--- src/rtl/sat_counter.sv ---
// Saturating up-counter with synchronous clear; a simultaneous inc wins over clr and loads 1.
module sat_counter #(
  parameter int unsigned WIDTH = 8
) (
  input  logic             clk,
  input  logic             rst_n,
  input  logic             inc,
  input  logic             clr,
  output logic [WIDTH-1:0] count
);

  always_ff @(posedge clk or negedge rst_n) begin
    if (!rst_n) begin
      count <= '0;
    end else if (clr) begin
      count <= inc ? WIDTH'(1) : '0;
    end else if (inc && (count != '1)) begin
      count <= count + WIDTH'(1);
    end
  end

endmodule

--- config.mk ---
export PLATFORM = sky130hd
export DESIGN_NAME = sat_counter
export DESIGN_NICKNAME = d
export VERILOG_FILES = /design/src/rtl/sat_counter.sv
export SDC_FILE = /design/constraint.sdc
export NUM_CORES = 1
export LEC_CHECK = 0
export CORE_AREA = 2 2 39 41
export CTS_CLUSTER_SIZE = 16
export DETAILED_ROUTE_END_ITERATION = 7
export DIE_AREA = 0 0 41 43
export PLACE_DENSITY_LB_ADDON = 0.15
export SLEW_MARGIN = 20
export SYNTH_ARGS = -nofsm -noshare
export SYNTH_HDL_FRONTEND = slang
export SYNTH_SLANG_ARGS = --single-unit
--- constraint.sdc ---
create_clock -name clk -period 2.4 [get_ports clk]
set_clock_uncertainty 0.15 [all_clocks]
set_input_delay 0.48 -clock clk [delete_from_list [all_inputs] [get_ports clk]]
set_output_delay 0.48 -clock clk [all_outputs]
set_load 0.05 [all_outputs]
### Yosys cells after proc, flatten, opt, wreduce, memory -nomap -nowiden

Index checks and enable logic that the tools add are counted.

| word-level totals | value |
|---|---|
| bits in registers | 8 |
| memories | 0 |
| bits of input ports | 4 |
| word-level logic and storage cells | 8 |
| output and inout bits | 8 |
| memory bits (writable) | 0 |
| bits in latches | 0 |
| ROM bits | 0 |

| operators by class | value |
|---|---|
| divide/modulo/power cells | 0 |
| mux-type cells | 3 |
| equal/unequal tests | 1 |
| bitwise operators | 0 |
| add/sub/neg operators | 1 |
| order comparisons | 0 |
| reductions and logical operators | 2 |
| multipliers | 0 |
| shift-type cells | 0 |

Operators with widths:

| cell | number |
|---|---|
| two-way mux 8 bit | 2 |
| adder 8 x 1 -> 8 bit (second input constant) | 1 |
| inequality test 8 bit (second input constant) | 1 |
| nonzero test 2 bit | 1 |
| logical AND 1 bit | 1 |
| two-way mux 1 bit | 1 |

### Logic depth before layout (Yosys ltp)

| logic depth | value |
|---|---|
| depth after elaboration | 4 |
| depth in mapped cells | 4 |

### Worst setup path after synthesis

OpenSTA, ideal clock, no wires.

| path | value |
|---|---|
| path kind | register to register |
| start point | register count[0] |
| end point | register count[5] |
| arrival time | 1.519 ns |
| path buffers | 0 |
| setup time | 0.132 ns |
| cell stages (with the launch flop) | 5 |
| path slack | 0.598 ns |
| period minus slack after synthesis | 1.802 ns |
| cell sequence | dfrtp_1 -> ha_1 -> and3_1 -> a2111oi_2 -> nor3b_1 |

| on the way | value |
|---|---|
| longest elaborated chain between the ends | 3 |
| elaborated cells between the ends (all ways) | 6 |

RTL lines:

| what | RTL line | text |
|---|---|---|
| start: declaration | 9 | `output logic [WIDTH-1:0] count` |
| start signal: assignment | 16 | `count <= inc ? WIDTH'(1) : '0;` |
| start signal: assignment | 18 | `count <= count + WIDTH'(1);` |
| adder 8 x 1 -> 8 bit / inequality test 8 bit (equally long branches) | 18, 17 |  |
| two-way mux 8 bit / logical AND 1 bit (equally long branches) | 17 | `end else if (inc && (count != '1)) begin` |
| two-way mux 8 bit / nonzero test 2 bit (equally long branches) | n/a |  |

Several ways; a longest one is shown, not always the timed one. The select of a mux whose other input is x is not followed.
A chain may end at the register's enable or synchronous reset.

### Worst setup path in the final report

| path | value |
|---|---|
| start point | register count[3] |
| end point | output port count[3] |

No word-level cell between the ends.

==> flow_summary.yaml <==
status:
  status: "complete, no violations"
timing:
  grt_setup_unrepaired: "false"
  fmax_mhz: 446
  fin_crit_ps: 2240
  slew-limit-headroom: 0.669
  hold_ws_ps: 354
  tightestPinTransition_ps: 496
  fin_crit_sh: 0.935
  setup_viol: 0
  slew_violations: 0
  fin_tns_setup_ps: 0
  finalHoldViolCount: 0
clocking:
  cts_sinks: 8
  insertion_delay_ps: 250
  numCtsBuffers: 3
  ctsHoldBuffers: 0
  cts_setup_buffers: 0
  path_clk_slew_ps: 50
  cts_tree: "yes"
  htreeDepth: 1
  cts_resized: 0
  root_buffer: "clkbuf_4"
  ctsLongestPathBuffers: 2
place:
  place_area_sq_um: 599
  place_congestion: 0.719
  place_hpwl_um: 772
  buffer_ports.inserted: 11
power:
  ir_drop_mv: 0.265
  total_power_uw: 302
  swShare: 0.280
  power.leakage_nw: 0.248
  pwr-share-clk: 0.338
  combPwrFrac: 0.175
  switchingPower_uw: 84.6
  p_seq_frac: 0.488
  p_int_uw: 218
  powerDensity_nw_per_um2: 486
setup_path:
  cp_max_fo: 10
  cpPeakStageDelay_ps: 860
  end_kind: "output pin"
  crit_family: "buffers and inverters"
  worst_path_max_delay_cell: "clkdlybuf4s50_1"
  cp.required_ps: 1770
  path_cells: "clkdlybuf4s50_1"
  arrival_ps: 1610
  worstSetupPathType: "reg2out"
  cp_num_buf_inv: 1
  cp-start-kind: "flip-flop"
floorplan:
  design.core.area_sq_um: 1380
  die_w_um: 41
  die_h_um: 43
  dieArea_sq_um: 1760
  initial_core_util: 0.342
  ios: 12
  std_cell_rows: 14
global_routing:
  grt_use_met1: 0.208
  grt_antenna_before_repair: 0
  grt_use_total: 0.147
  grt.busiest_layer: "met1"
  grt_max_degree: 12
  grt_pass1_wl_mm: 1.75
  grt_pass1_vias: 392
  grt_util_met3: 0.0366
  grt_overflow: 0
  grt_util_met2: 0.206
synth:
  synth_enable_flop_cells: 0
  synth_flop_cell: "dfrtp_1"
  yosys-top-cells-count: "dfrtp_1 (8), a21oi_1 (5), nand2b_1 (4)"
  syn_area_sq_um: 473
  yosys_warnings: 0
  synth.distinct_cells: 27
  syn_inst: 47
  synth_top_area_cell: "dfrtp_1"
  synthDominantCellAreaShare: 0.423
  yosysMostFrequentCell: "dfrtp_1"
  syn-num-nets: 52
  yosysSeqAreaShare: 0.423
  ys_ff_latch: 8
  synth.avg_cell_area_sq_um: 10.1
  async_reset_ff_frac: 1.00
  synthTopCellsByArea: "dfrtp_1 (42%), a21oi_1 (5.3%), nand2b_1 (5.3%), a2111oi_2 (3.2%), and3_1 (2.6%)"
routing:
  via_per_inst: 5.58
  dr.pass1.iters: 4
  drc_errors: 0
  vias: 424
  wirelength_mm: 1.05
  wl_per_cell_um: 13.8
  drtAntennaViolNets: 0
  initialDrtViolationCount: 3
final_layout:
  stdcell_area_sq_um: 622
  finish.utilization: 0.449
  syn2layout_area_growth_pct: 31.5
  largest_reg_flops: 8
  nets: 67
  drive_gt1_frac: 0.150
  largest_register: "count"
  n_antenna_cell: 0
  top_regs: "count (8)"
  nFillCells: 152
job:
  cap_violations: 0
min_path:
  hp-class: "in2async"
-- metrics by stage --
stage	worst slack, ps	cells
6_report	157	76
5_1_grt	95.4	76
4_1_cts	136	76
3_5_place_dp	407	73
3_3_place_gp	416	73
2_1_floorplan	598	47
-- kinds of logic (layout without fill, tap and decap cells) --
| logic type | count (synthesis) | after routing | synth area share |
|---|---|---|---|
| simple gates | 18 | 18 | 0.257 |
| compound gates | 15 | 15 | 0.233 |
| fa+ha+maj | 1 | 1 | 0.0265 |
| mux | 1 | 1 | 0.0212 |
| flops | 8 | 8 | 0.423 |
| buf+inv | 4 | 17 | 0.0397 |
-- layout make-up --
class                           instances  area, sq um  area share
Multi-Input combinational cell         35          254       0.408
Tap cell                               16         20.0      0.0322
Clock buffer                            3         22.5      0.0362
Timing Repair Buffer                   12          118       0.189
Sequential cell                         8          200       0.322
Inverter                                2         7.51      0.0121
-- path summary, 6_finish.rpt --
path,from,endpoint,slack [ps],cells past startpoint
setup / recovery,count[3],count[3],160,1
hold / removal,rst_n,count[7],350,1
setup reg to reg,count[0],count[5],760,4
hold reg to reg,count[1],count[1],460,2
max in group asynchronous,rst_n,count[2],1480,1
min in group clk,count[1],count[1],460,2
-- worst reg2reg max path, delay by kind of cell, from the launching register on --
family / cells / cell delay [ps]
AOI/OAI and AO/OA: 1 / 360
and+or+nand+nor: 2 / 320
adders and majority gates: 1 / 250
DFF: 1 / 430
-- power by group through the flow --
stage               clock, mW  sequential [mW]  combinational, mW
floorplan                   0            0.166             0.0146
global placement            0            0.150             0.0536
detailed placement          0            0.150             0.0533
CTS                     0.105            0.148             0.0537
global route            0.112            0.149             0.0572
finish                  0.102            0.147             0.0528
-- placed cells by master, fill, tap and decap left out, types with 2 or more instances in the layout --
cell             count
a21oi_1              5
nand2b_1             4
inv_1                2
clkdlybuf4s50_1     11
nand2_1              3
clkbuf_4             3
dfrtp_1              8
o21ai_0              2
or3_1                2
and3_1               2
-- routing by layer --
metal | vias to the layer above | wire length [um]
met5 | - | 0
met2 | 13 | 479
met1 | 202 | 494
li1 | 207 | -
met3 | 2 | 56
met4 | 0 | 16
(Power assumes the default switching activity.)
